==> config.mk <==
export PLATFORM = sky130hd
export DESIGN_NAME = reg_writeback_ctrl_flat
export DESIGN_NICKNAME = d
export VERILOG_FILES = /design/src/rtl/reg_writeback_ctrl_pkg.sv /design/src/rtl/reg_writeback_ctrl_if.sv /design/src/rtl/reg_writeback_ctrl_wb_fifo.sv /design/src/rtl/reg_writeback_ctrl.sv /design/src/flat_wrapper.sv
export SDC_FILE = /design/constraint.sdc
export NUM_CORES = 1
export LEC_CHECK = 0
export BUFFER_PORTS_ARGS = -buffer_cell sky130_fd_sc_hd__buf_2
export CAP_MARGIN = 30
export CELL_PAD_IN_SITES_DETAIL_PLACEMENT = 0
export CELL_PAD_IN_SITES_GLOBAL_PLACEMENT = 2
export CORE_MARGIN = 3
export CORE_UTILIZATION = 43
export DETAILED_ROUTE_END_ITERATION = 16
export PLACE_DENSITY_LB_ADDON = 0.1
export SYNTH_ARGS = -nofsm -noshare
export SYNTH_HDL_FRONTEND = slang
export SYNTH_SLANG_ARGS = --single-unit
==> constraint.sdc <==
create_clock -name clk -period 4 [get_ports clk]
set_input_delay 0 -clock clk [delete_from_list [all_inputs] [get_ports clk]]
set_output_delay 0 -clock clk [all_outputs]
set_load 0.05 [all_outputs]
==> src/rtl/reg_writeback_ctrl_pkg.sv <==
// Shared widths and payload types for the register-file writeback path.
package reg_writeback_ctrl_pkg;

    localparam int unsigned XLEN   = 32;
    localparam int unsigned REG_AW = 5;
    localparam int unsigned NREGS  = 32;
    localparam int unsigned DEPTH  = 4;
    localparam int unsigned CNT_W  = 2;

    typedef logic [REG_AW-1:0] reg_idx_t;
    typedef logic [XLEN-1:0]   xword_t;

    typedef struct packed {
        reg_idx_t rd;
        xword_t   data;
    } ld_entry_t;

endpackage

==> src/rtl/reg_writeback_ctrl_if.sv <==
// Execute/LSU/decode side signals of the writeback controller.
interface reg_writeback_ctrl_if;
    import reg_writeback_ctrl_pkg::*;

    logic     alu_valid;
    reg_idx_t alu_rd;
    xword_t   alu_data;
    logic     iss_valid;
    reg_idx_t iss_rd;
    logic     iss_ready;
    logic     ld_valid;
    reg_idx_t ld_rd;
    xword_t   ld_data;
    logic     ld_ready;
    reg_idx_t q_rs1;
    reg_idx_t q_rs2;
    reg_idx_t q_rd;
    logic     rs1_busy;
    logic     rs2_busy;
    logic     rd_busy;
    logic     wb_en;
    reg_idx_t wb_rd;
    xword_t   wb_data;

    modport master (
        output alu_valid, alu_rd, alu_data,
        output iss_valid, iss_rd,
        output ld_valid, ld_rd, ld_data,
        output q_rs1, q_rs2, q_rd,
        input  iss_ready, ld_ready,
        input  rs1_busy, rs2_busy, rd_busy,
        input  wb_en, wb_rd, wb_data
    );

    modport slave (
        input  alu_valid, alu_rd, alu_data,
        input  iss_valid, iss_rd,
        input  ld_valid, ld_rd, ld_data,
        input  q_rs1, q_rs2, q_rd,
        output iss_ready, ld_ready,
        output rs1_busy, rs2_busy, rd_busy,
        output wb_en, wb_rd, wb_data
    );

endinterface

==> src/rtl/reg_writeback_ctrl_wb_fifo.sv <==
// Load-return FIFO: in-order buffer of {rd, data}, flushed by synchronous reset.
module wb_fifo
    import reg_writeback_ctrl_pkg::*;
#(
    parameter int unsigned DEPTH_P = DEPTH
) (
    input  logic      clk,
    input  logic      rst,
    input  logic      i_push,
    input  ld_entry_t i_data,
    input  logic      i_pop,
    output ld_entry_t o_head_c,
    output logic      o_full_c,
    output logic      o_empty_c
);

    localparam int unsigned AW = $clog2(DEPTH_P);
    localparam int unsigned CW = AW + 1;

    ld_entry_t      r_mem [DEPTH_P];
    logic [AW-1:0]  r_wr_ptr;
    logic [AW-1:0]  r_rd_ptr;
    logic [CW-1:0]  r_count;
    logic           w_push;
    logic           w_pop;

    assign o_full_c  = (r_count == CW'(DEPTH_P));
    assign o_empty_c = (r_count == '0);
    assign o_head_c  = r_mem[r_rd_ptr];
    assign w_push    = i_push && !o_full_c;
    assign w_pop     = i_pop && !o_empty_c;

    // Storage needs no reset; only pointers and occupancy define validity.
    always_ff @(posedge clk) begin
        if (w_push) begin
            r_mem[r_wr_ptr] <= i_data;
        end
    end

    always_ff @(posedge clk) begin
        if (rst) begin
            r_wr_ptr <= '0;
            r_rd_ptr <= '0;
            r_count  <= '0;
        end else begin
            if (w_push) begin
                r_wr_ptr <= r_wr_ptr + AW'(1);
            end
            if (w_pop) begin
                r_rd_ptr <= r_rd_ptr + AW'(1);
            end
            if (w_push && !w_pop) begin
                r_count <= r_count + CW'(1);
            end else if (w_pop && !w_push) begin
                r_count <= r_count - CW'(1);
            end
        end
    end

endmodule

==> src/rtl/reg_writeback_ctrl.sv <==
// Register-file write port arbiter (ALU over buffered loads) with an outstanding-load scoreboard.
module reg_writeback_ctrl
    import reg_writeback_ctrl_pkg::*;
(
    input  logic               clk,
    input  logic               rst,
    reg_writeback_ctrl_if.slave bus
);

    localparam logic [CNT_W-1:0] CNT_MAX = '1;

    ld_entry_t           w_head;
    ld_entry_t           w_ld_in;
    logic                w_full;
    logic                w_empty;
    logic                w_push;
    logic                w_pop;
    logic [NREGS-1:0]    w_inc;
    logic [NREGS-1:0]    w_dec;

    logic                r_wb_en;
    logic                r_wb_is_load;
    reg_idx_t            r_wb_rd;
    xword_t              r_wb_data;
    logic [CNT_W-1:0]    r_cnt [NREGS];

    assign w_ld_in = '{rd: bus.ld_rd, data: bus.ld_data};
    assign w_push  = bus.ld_valid && !w_full;
    assign w_pop   = !bus.alu_valid && !w_empty;

    wb_fifo #(.DEPTH_P(DEPTH)) u_fifo (
        .clk       (clk),
        .rst       (rst),
        .i_push    (w_push),
        .i_data    (w_ld_in),
        .i_pop     (w_pop),
        .o_head_c  (w_head),
        .o_full_c  (w_full),
        .o_empty_c (w_empty)
    );

    // ALU wins outright; a load is only written in a cycle with no ALU result.
    always_ff @(posedge clk) begin
        if (rst) begin
            r_wb_en      <= 1'b0;
            r_wb_is_load <= 1'b0;
            r_wb_rd      <= '0;
            r_wb_data    <= '0;
        end else if (bus.alu_valid) begin
            r_wb_en      <= (bus.alu_rd != '0);
            r_wb_is_load <= 1'b0;
            r_wb_rd      <= bus.alu_rd;
            r_wb_data    <= bus.alu_data;
        end else if (w_pop) begin
            r_wb_en      <= (w_head.rd != '0);
            r_wb_is_load <= 1'b1;
            r_wb_rd      <= w_head.rd;
            r_wb_data    <= w_head.data;
        end else begin
            r_wb_en      <= 1'b0;
            r_wb_is_load <= 1'b0;
        end
    end

    // Decode masks bit 0 so x0's counter never leaves zero.
    assign w_inc = (bus.iss_valid && bus.iss_rd != '0)
                 ? (NREGS'(1) << bus.iss_rd) : '0;
    assign w_dec = (r_wb_en && r_wb_is_load && r_wb_rd != '0)
                 ? (NREGS'(1) << r_wb_rd) : '0;

    always_ff @(posedge clk) begin
        for (int unsigned r = 0; r < NREGS; r++) begin
            if (rst) begin
                r_cnt[r] <= '0;
            end else if (w_inc[r] && !w_dec[r] && r_cnt[r] != CNT_MAX) begin
                r_cnt[r] <= r_cnt[r] + CNT_W'(1);
            end else if (w_dec[r] && !w_inc[r] && r_cnt[r] != '0) begin
                r_cnt[r] <= r_cnt[r] - CNT_W'(1);
            end
        end
    end

    assign bus.ld_ready  = !w_full;
    assign bus.iss_ready = (r_cnt[bus.iss_rd] != CNT_MAX);
    assign bus.rs1_busy  = (r_cnt[bus.q_rs1] != '0);
    assign bus.rs2_busy  = (r_cnt[bus.q_rs2] != '0);
    assign bus.rd_busy   = (r_cnt[bus.q_rd] != '0);
    assign bus.wb_en     = r_wb_en;
    assign bus.wb_rd     = r_wb_rd;
    assign bus.wb_data   = r_wb_data;

endmodule

==> src/flat_wrapper.sv <==
// flat-port wrapper written by rule: the top's interface ports become plain ports
module reg_writeback_ctrl_flat import reg_writeback_ctrl_pkg::*;
  (clk, rst, bus_alu_valid, bus_alu_rd, bus_alu_data, bus_iss_valid, bus_iss_rd, bus_ld_valid, bus_ld_rd, bus_ld_data, bus_q_rs1, bus_q_rs2, bus_q_rd, bus_iss_ready, bus_ld_ready, bus_rs1_busy, bus_rs2_busy, bus_rd_busy, bus_wb_en, bus_wb_rd, bus_wb_data);
  reg_writeback_ctrl_if bus_i ();
  input  logic clk;
  input  logic rst;
  input wire logic [$bits(bus_i.alu_valid)-1:0] bus_alu_valid;
  input wire logic [$bits(bus_i.alu_rd)-1:0] bus_alu_rd;
  input wire logic [$bits(bus_i.alu_data)-1:0] bus_alu_data;
  input wire logic [$bits(bus_i.iss_valid)-1:0] bus_iss_valid;
  input wire logic [$bits(bus_i.iss_rd)-1:0] bus_iss_rd;
  input wire logic [$bits(bus_i.ld_valid)-1:0] bus_ld_valid;
  input wire logic [$bits(bus_i.ld_rd)-1:0] bus_ld_rd;
  input wire logic [$bits(bus_i.ld_data)-1:0] bus_ld_data;
  input wire logic [$bits(bus_i.q_rs1)-1:0] bus_q_rs1;
  input wire logic [$bits(bus_i.q_rs2)-1:0] bus_q_rs2;
  input wire logic [$bits(bus_i.q_rd)-1:0] bus_q_rd;
  output wire logic [$bits(bus_i.iss_ready)-1:0] bus_iss_ready;
  output wire logic [$bits(bus_i.ld_ready)-1:0] bus_ld_ready;
  output wire logic [$bits(bus_i.rs1_busy)-1:0] bus_rs1_busy;
  output wire logic [$bits(bus_i.rs2_busy)-1:0] bus_rs2_busy;
  output wire logic [$bits(bus_i.rd_busy)-1:0] bus_rd_busy;
  output wire logic [$bits(bus_i.wb_en)-1:0] bus_wb_en;
  output wire logic [$bits(bus_i.wb_rd)-1:0] bus_wb_rd;
  output wire logic [$bits(bus_i.wb_data)-1:0] bus_wb_data;
  assign bus_i.alu_valid = bus_alu_valid;
  assign bus_i.alu_rd = bus_alu_rd;
  assign bus_i.alu_data = bus_alu_data;
  assign bus_i.iss_valid = bus_iss_valid;
  assign bus_i.iss_rd = bus_iss_rd;
  assign bus_i.ld_valid = bus_ld_valid;
  assign bus_i.ld_rd = bus_ld_rd;
  assign bus_i.ld_data = bus_ld_data;
  assign bus_i.q_rs1 = bus_q_rs1;
  assign bus_i.q_rs2 = bus_q_rs2;
  assign bus_i.q_rd = bus_q_rd;
  assign bus_iss_ready = bus_i.iss_ready;
  assign bus_ld_ready = bus_i.ld_ready;
  assign bus_rs1_busy = bus_i.rs1_busy;
  assign bus_rs2_busy = bus_i.rs2_busy;
  assign bus_rd_busy = bus_i.rd_busy;
  assign bus_wb_en = bus_i.wb_en;
  assign bus_wb_rd = bus_i.wb_rd;
  assign bus_wb_data = bus_i.wb_data;
  reg_writeback_ctrl u_core (.clk(clk), .rst(rst), .bus(bus_i));
endmodule
==> implementation parameters, run 1 <==
Parameter                              Value

CTS
  Root Driver    sky130_fd_sc_hd__clkbuf_16
  TritonCTS buffer count    28
  Post-CTS setup buffer count    0
  Number of sinks on the clock net    260
  CTS tree    built
  H-tree depth    1
  Clock buffer depth    3
  Clk slew on worst S/H paths    0.06 ns
  Clock network latency to the later pin of the worst-skew pair    0.54 ns

Synthesis
  Number of enable-type register cells in the synthesized netlist    212
  Warning count from the yosys run    0
  Synth Area per Inst    11.5 sq um
  Synth cell types    76
  Primary FF master, synth    sky130_fd_sc_hd__edfxtp_1
  Sequential-to-total area share from yosys stat    52.4%
  Async set-reset flop share out of synthesis    0%
  Top cell type by total area after synthesis    sky130_fd_sc_hd__edfxtp_1
  Main area contributors after synthesis    sky130_fd_sc_hd__edfxtp_1, sky130_fd_sc_hd__mux4_2, sky130_fd_sc_hd__dfxtp_1
  Synth top area share    45.5%
  Synth Register Bits    260
  Post-synthesis instance total    1218
  Area of the mapped netlist    0.0140 sq mm

Setup path
  Worst Path Class, Setup    register to register
  Required time at the worst-slack endpoint    4.42 ns
  Worst EP arrival    3.29 ns
  Slowest cell delay on critical path    0.84 ns
  Max FO, Critical Path    22
  Crit. End Element    register
  R2R cell count    5
  Crit-path slowest cell    sky130_fd_sc_hd__dfxtp_2
  Chain of cells forming the critical path    mux4_2, or4_1, o21ai_1, a21oi_1, dlygate4sd3_1
  Startpoint type of the worst setup path    register

Final layout
  Fraction of final layout cells sized beyond drive strength 1    19.3%
  Layout Cells excl Fill    1878
  Area of all placed cells without fillers    0.0169 sq mm
  Final cell utilization of the core    53.2%
  Filler cell count in the final layout    2792
  Layout Area Growth over Synthesis    21.0%
  # nets final    1586

Global routing
  Vias in the first global route    10300
  Wire length of the first global-routing pass    58000 microns
  GRT met3 Usage    3.44%
  Initial antenna violation count    1
  Global-route usage over all layers    20.9%
  Most heavily used metal layer in global routing    met2
  Met1 track demand over resource in global routing    27.2%
  Largest net degree at the start of global routing    76
  GR met2 Demand/Resource    37.0%
  Aggregate global routing overflow    0

STA
  Aggregate negative setup slack    0 ns
  Pins Over Slew Limit    0
  Worst Tran Pin Value    0.886 ns
  Max frequency    0.348 GHz
  Setup repair after global routing missed its margin    no
  Worst slew margin relative to its limit    40.8%
  Number of failing hold endpoints at the final stage    0
  Final setup skew    0.0171 ns
  # setup viols final    0
  Post-route fraction of the period consumed by the critical path    71.8%
  Post-route minimum period    2.87 ns

Floorplan
  Core Area    0.0318 sq mm
  Die Area    0.0347 sq mm
  Number of top-level pins    142
  Die width    186 microns
  Cell Rows    65
  Initial Util    44.0%
  Vertical die dimension    186 microns

Pwr
  Overall power consumption    8.31 mW
  Net Switching    2.51 mW
  Peak supply drop    0.443 mV
  Leak    6.39 nW
  Proportion of power drawn by the clock network    32.9%
  Net switching share of the total power    30.3%
  Combinational Power Share    25.1%
  Fraction of power consumed by sequential logic    42.0%
  Cell internal power dissipation    5.79 mW
  Power per cell area    491 mW/mm^2

Routing
  Total wire length    37000 microns
  Wire length per cell after detailed routing    19.7 microns
  Number of antenna-violating nets in the routed design    0
  Vias per cell    5.41
  Violation count after the first detailed-routing iteration    510
  Post-detailed-route DRC marker count    0
  Via count of the routed design    10200
  Number of iterations in the first detailed-routing pass    5

Placed design
  Total placed instance area    0.0151 sq mm
  Cell count after placement    1743
  Port Buf Inserts    141
  Placer's final routability congestion estimate    0.843
  Sum of net half-perimeters after detailed placement    25400 microns

Hold path
  Worst min-delay path class    input pin to register
  Hold Path Stages    2

Run
  Number of violations of the max-capacitance limit    0

Run status
  Outcome    completed
cell families after synthesis:
group                    after synthesis  synth area share, %
AND/OR/NAND/NOR                      440                 16.6
flip-flops                           260                 52.4
AO/OA/AOI/OAI                        213                 9.34
buffers and inverters                138                 4.15
multiplexers                          95                 11.3
adder cells (fa/ha/maj)               66                 5.96
XOR/XNOR                               5                0.313
other                                  1               0.0268
synthesized netlist by cell type (40+ instances only):
library cell                 n
sky130_fd_sc_hd__edfxtp_1  212
sky130_fd_sc_hd__nor2_1    149
sky130_fd_sc_hd__a21oi_1   112
sky130_fd_sc_hd__inv_1      71
sky130_fd_sc_hd__nor3_1     68
sky130_fd_sc_hd__ha_1       65
sky130_fd_sc_hd__mux4_2     50
sky130_fd_sc_hd__nand2_1    49
sky130_fd_sc_hd__dfxtp_1    48
sky130_fd_sc_hd__mux2i_1    45
sky130_fd_sc_hd__nand3_1    41
sky130_fd_sc_hd__clkbuf_1   40
final cells by class:
cell class                      instances  area, sq um  area share, %
Multi-Input combinational cell        821         6090           36.0
Inverter                               72          270           1.60
Antenna cell                            1         2.50         0.0148
Timing Repair Buffer                  238         1690           10.0
Sequential cell                       260         7330           43.3
Tap cell                              435          544           3.22
Clock inverter                         14          190           1.12
Clock buffer                           37          796           4.70
per-stage QoR:
step	hold slack (ns)	setup WS, ns
6_report	0.214	1.13
5_1_grt	0.198	0.955
4_1_cts	0.181	1.08
3_5_place_dp	0.217	1.50
3_3_place_gp	0.214	1.53
2_1_floorplan	0.0989	1.50
layout by cell type (no fill, tap or decap), types with 7 or more instances in the layout:
cell                            synthesis  layout
sky130_fd_sc_hd__nand3_1               41      41
sky130_fd_sc_hd__inv_1                 71      71
sky130_fd_sc_hd__a211oi_1              14      14
sky130_fd_sc_hd__buf_2                 16     140
sky130_fd_sc_hd__o21a_1                10      10
sky130_fd_sc_hd__o21ai_0               14      14
sky130_fd_sc_hd__buf_4                  0      11
sky130_fd_sc_hd__nand2_1               49      49
sky130_fd_sc_hd__nor3_1                68      67
sky130_fd_sc_hd__dfxtp_1               48      46
sky130_fd_sc_hd__nand3b_1              26      26
sky130_fd_sc_hd__dlygate4sd3_1          0      83
sky130_fd_sc_hd__edfxtp_1             212     212
sky130_fd_sc_hd__o31ai_1                9       9
sky130_fd_sc_hd__clkbuf_16              0      29
sky130_fd_sc_hd__o22ai_1                8       8
sky130_fd_sc_hd__nand4b_1               7       7
sky130_fd_sc_hd__a21oi_1              112     112
sky130_fd_sc_hd__ha_1                  65      65
sky130_fd_sc_hd__nor2b_1                7       7
sky130_fd_sc_hd__mux2i_1               45      45
sky130_fd_sc_hd__mux4_2                50      50
sky130_fd_sc_hd__nand2b_1              25      25
sky130_fd_sc_hd__nor2_1               149     149
sky130_fd_sc_hd__a211o_1               14      14
power groups by stage:
stage / Sequential [mW] / Combinational, mW / Clock (mW)
floorplan: 3.67 / 1.35 / 0
global placement: 3.55 / 1.99 / 0
detailed placement: 3.55 / 2.03 / 0
CTS: 3.50 / 2.11 / 2.81
global route: 3.54 / 2.27 / 2.91
finish: 3.49 / 2.08 / 2.73
flip-flops by register name, summed over array words and instances, names as in the netlist, named ones only:
| signal | flops |
|---|---|
| u_core.r_wb_is_load | 1 |
| u_core.bus.wb_en | 1 |
| u_core.bus.wb_data | 32 |
| u_core.u_fifo.r_count | 3 |
| u_core.u_fifo.r_rd_ptr | 2 |
| u_core.u_fifo.r_wr_ptr | 2 |
| u_core.bus.wb_rd | 5 |
| u_core.r_cnt | 64 |
| u_core.u_fifo.r_mem | 148 |
layer usage:
layer	up-vias	share of wire, %
li1	4971	-
met1	4923	44
met2	232	49
met3	39	4.7
met4	0	1.8
met5	-	0
critical path: cells and delay by family, from the launching register on:
kind | cells | cell delay (ns)
simple gates | 1 | 0.53
flops | 1 | 0.84
mux | 1 | 0.60
compound gates | 2 | 0.20
buf+inv | 1 | 0.58
worst paths after layout:
check	end	startpoint	slack (ns)
setup / recovery	u_core.bus.wb_en$_SDFF_PP0_	register	1.13
hold / removal	u_core.u_fifo.r_mem[3][17]$_DFFE_PP_	bus_ld_data[17]	0.21
setup reg to reg	u_core.bus.wb_en$_SDFF_PP0_	register	1.13
hold reg to reg	u_core.u_fifo.r_count[2]$_SDFFE_PP0P_	u_core.u_fifo.r_count[2]$_SDFFE_PP0P_	0.53
timing repair:
item,CTS,global route
resized for setup,0,0
endpoints found under the setup margin,0,0
hold endpoints to repair,204,0
hold buffers,83,0
No activity file was read; power rests on OpenSTA's default activity.
==> run 2, diff against run 1 <==
--- a/config.mk
+++ b/config.mk
@@ -5,12 +5,13 @@
 export SDC_FILE = /design/constraint.sdc
 export NUM_CORES = 1
 export LEC_CHECK = 0
+export ABC_AREA = 1
 export BUFFER_PORTS_ARGS = -buffer_cell sky130_fd_sc_hd__buf_2
 export CAP_MARGIN = 30
 export CELL_PAD_IN_SITES_DETAIL_PLACEMENT = 0
 export CELL_PAD_IN_SITES_GLOBAL_PLACEMENT = 2
 export CORE_MARGIN = 3
-export CORE_UTILIZATION = 43
+export CORE_UTILIZATION = 33
 export DETAILED_ROUTE_END_ITERATION = 16
 export PLACE_DENSITY_LB_ADDON = 0.1
 export SYNTH_ARGS = -nofsm -noshare
==> constraint.sdc (replaced) <==
create_clock -name clk -period 2.6 [get_ports clk]
set_input_delay 0 -clock clk [delete_from_list [all_inputs] [get_ports clk]]
set_output_delay 0 -clock clk [all_outputs]
set_load 0.05 [all_outputs]
==> run 2 against run 1 <==
Net effect:
- combinational power rose by 59%
- register-to-register slack got worse by 0.66 ns
- design area rose by 2.9%
- utilization fell by 12 points
- clock skew fell by 0.0042 ns
- power rose by 57%
- critical endpoint is now bus_rs1_busy
- highest routed layer unchanged
==> implementation parameters, run 2 <==
Parameter                              Value

Synthesis
  Synth top area share    44.7%
  Sequential-to-total area share from yosys stat    51.5%
  Primary FF master, synth    sky130_fd_sc_hd__edfxtp_1
  Main area contributors after synthesis    sky130_fd_sc_hd__edfxtp_1, sky130_fd_sc_hd__nand2_1, sky130_fd_sc_hd__dfxtp_1
  Synth Register Bits    260
  Post-synthesis instance total    1679
  Most used standard cells in the synthesized netlist    sky130_fd_sc_hd__nand2_1, sky130_fd_sc_hd__edfxtp_1, sky130_fd_sc_hd__nor2_1
  Synth cell types    37
  Area of the mapped netlist    0.0142 sq mm
  Warning count from the yosys run    0
  Count leader, synth    sky130_fd_sc_hd__nand2_1
  Synth Area per Inst    8.47 sq um
  Async set-reset flop share out of synthesis    0%
  Number of enable-type register cells in the synthesized netlist    212
  Top cell type by total area after synthesis    sky130_fd_sc_hd__edfxtp_1

Final layout
  Commonest non-fill, non-tap cells in the layout    sky130_fd_sc_hd__nand2_1, sky130_fd_sc_hd__edfxtp_1, sky130_fd_sc_hd__nor2_1, sky130_fd_sc_hd__nand3_1, sky130_fd_sc_hd__o21ai_0
  Final cell utilization of the core    41.2%
  Area of all placed cells without fillers    0.0174 sq mm
  # nets final    2041
  Layout Area Growth over Synthesis    22.3%
  Largest reg by FF count    u_core.u_fifo.r_mem
  Flip-flop count of the largest register after layout    148
  Leading cell type in the layout, fill and taps excluded    sky130_fd_sc_hd__nand2_1
  Layout Cells excl Fill    2440
  Filler cell count in the final layout    4256
  Final antenna diode count    0
  Fraction of final layout cells sized beyond drive strength 1    13.1%

STA
  Number of failing hold endpoints at the final stage    0
  Post-route minimum period    2.31 ns
  Worst slew margin relative to its limit    46.4%
  Max frequency    0.433 GHz
  Pins Over Slew Limit    0
  Hold Slack    0.125 ns
  Worst Tran Pin Value    0.799 ns
  Setup repair after global routing missed its margin    no
  Final setup skew    0.0129 ns
  Post-route fraction of the period consumed by the critical path    88.7%
  # setup viols final    0

Routing
  Wire length per cell after detailed routing    18.7 microns
  Via count of the routed design    12400
  Max layer used    met4
  Total wire length    45700 microns
  Number of antenna-violating nets in the routed design    0
  Vias per cell    5.07
  Detailed route wirelength on metal3    1820 microns
  Total length of routed met2 wires    22300 microns
  Post-detailed-route DRC marker count    0
  Number of iterations in the first detailed-routing pass    7
  Routed metal-1 wire length    19600 microns
  Violation count after the first detailed-routing iteration    846

CTS
  Number of gates resized after CTS    0
  Clock buffer depth    3
  Root Driver    sky130_fd_sc_hd__clkbuf_16
  CTS tree    built
  H-tree depth    1
  Clock network latency to the later pin of the worst-skew pair    0.59 ns
  Clk slew on worst S/H paths    0.06 ns
  TritonCTS buffer count    31
  Number of sinks on the clock net    260
  Post-CTS setup buffer count    0

Run status
  Outcome    completed

Setup path
  Crit path max-delay family    simple AND/OR/NAND/NOR gates
  Chain of cells forming the critical path    nor2_1, nand2_1, nand3_1, nand2_1, nand2_1, nand3_1, nand3b_1, nand2_1, buf_2
  Worst path bufs/invs    1
  Startpoint type of the worst setup path    register
  Max FO, Critical Path    4
  Worst EP arrival    2.31 ns
  Worst Path Class, Setup    register to output pin
  Most Frequent Cell on Critical Path    sky130_fd_sc_hd__nand2_1
  Required time at the worst-slack endpoint    2.60 ns
  Crit-path slowest cell    sky130_fd_sc_hd__nor2_1
  Slowest cell delay on critical path    0.52 ns
  Crit. End Element    output pin

Placed design
  Sum of net half-perimeters after detailed placement    31600 microns
  Port Buf Inserts    141
  Cell count after placement    2305
  Placer's final routability congestion estimate    0.813
  Total placed instance area    0.0156 sq mm

Global routing
  Aggregate global routing overflow    0
  Global-route usage over all layers    19.9%
  Largest net degree at the start of global routing    75
  Initial antenna violation count    0
  Vias in the first global route    12300
  Wire length of the first global-routing pass    70400 microns

Pwr
  Overall power consumption    13.0 mW
  Peak supply drop    0.527 mV
  Power per cell area    749 mW/mm^2
  Leak    7.04 nW

Run
  Number of violations of the max-capacitance limit    0

Floorplan
  Cell Rows    75
  Core Area    0.0422 sq mm
  Initial Util    33.7%
  Die width    214 microns
  Number of top-level pins    142
  Die Area    0.0456 sq mm
  Vertical die dimension    214 microns

Hold path
  Worst min-delay path class    input pin to register
run 2: logic make-up (layout without fill, tap and decap cells):
kind of cell | after synthesis | count (layout) | synth area share [%]
AND/OR/NAND/NOR | 836 | 836 | 25.0
AO/OA/AOI/OAI | 292 | 292 | 11.1
flip-flops | 260 | 260 | 51.5
buffers and inverters | 216 | 437 | 5.95
adder cells (fa/ha/maj) | 66 | 66 | 5.86
multiplexers | 7 | 7 | 0.492
other | 1 | 2 | 0.0264
XOR/XNOR | 1 | 1 | 0.0616
run 2: worst reg2reg max path, delay by kind of cell (launching register included):
| kind | cells | cell delay, ns |
|---|---|---|
| AND/OR/NAND/NOR | 3 | 0.54 |
| flip-flops | 1 | 0.34 |
| buffers and inverters | 1 | 0.07 |
| adder cells (fa/ha/maj) | 2 | 0.61 |
| AO/OA/AOI/OAI | 4 | 0.47 |
run 2: where the power goes:
group | internal (mW) | leakage, nW | switching (mW) | total (mW)
Sequential | 5.04 | 2.42 | 0.250 | 5.29
Clock | 2.65 | 0.509 | 1.81 | 4.46
Combinational | 0.919 | 4.11 | 2.38 | 3.30
Total | 8.61 | 7.04 | 4.44 | 13.0
run 2: layer usage:
metal | up-vias | track usage (%)
met5 | - | 0
met4 | 0 | 8.04
met3 | 82 | 2.46
met2 | 286 | 35.2
met1 | 5847 | 24.9
li1 | 6156 | -
run 2: path summary, 6_finish.rpt:
kind / startpoint / end / slack (ns) / cells past startpoint
max: u_core.r_cnt[19][0]$_DFFE_PP_ / bus_rs1_busy / 0.29 / 9
min: bus_iss_valid / u_core.r_cnt[11][0]$_DFFE_PP_ / 0.13 / 5
max reg2reg: u_core.u_fifo.r_count[0]$_SDFFE_PP0P_ / u_core.u_fifo.r_count[2]$_SDFFE_PP0P_ / 0.47 / 10
min reg2reg: u_core.u_fifo.r_count[1]$_SDFFE_PP0P_ / u_core.u_fifo.r_count[1]$_SDFFE_PP0P_ / 0.48 / 2
run 2: through the flow:
step	setup TNS (ns)	setup slack, ns
floorplan	-78.47	-0.530
global placement	0	0.462
detailed placement	0	0.481
CTS	0	0.252
global route	0	0.141
finish	0	0.293
run 2: cell type report:
cell class	instances	area, sq um	share of cell area [%]
clock buffer	43	871	5.00
clock inverter	15	183	1.05
inverter	134	503	2.89
multi-input combinational	1204	6090	35.0
sequential	260	7330	42.1
tap	539	674	3.87
timing repair buffer	245	1750	10.1
run 2: repair_timing:
item                                   in CTS  in global routing
hold buffers                               77                  0
endpoints found under the hold margin     195                  0
setup endpoints to repair                   0                  0
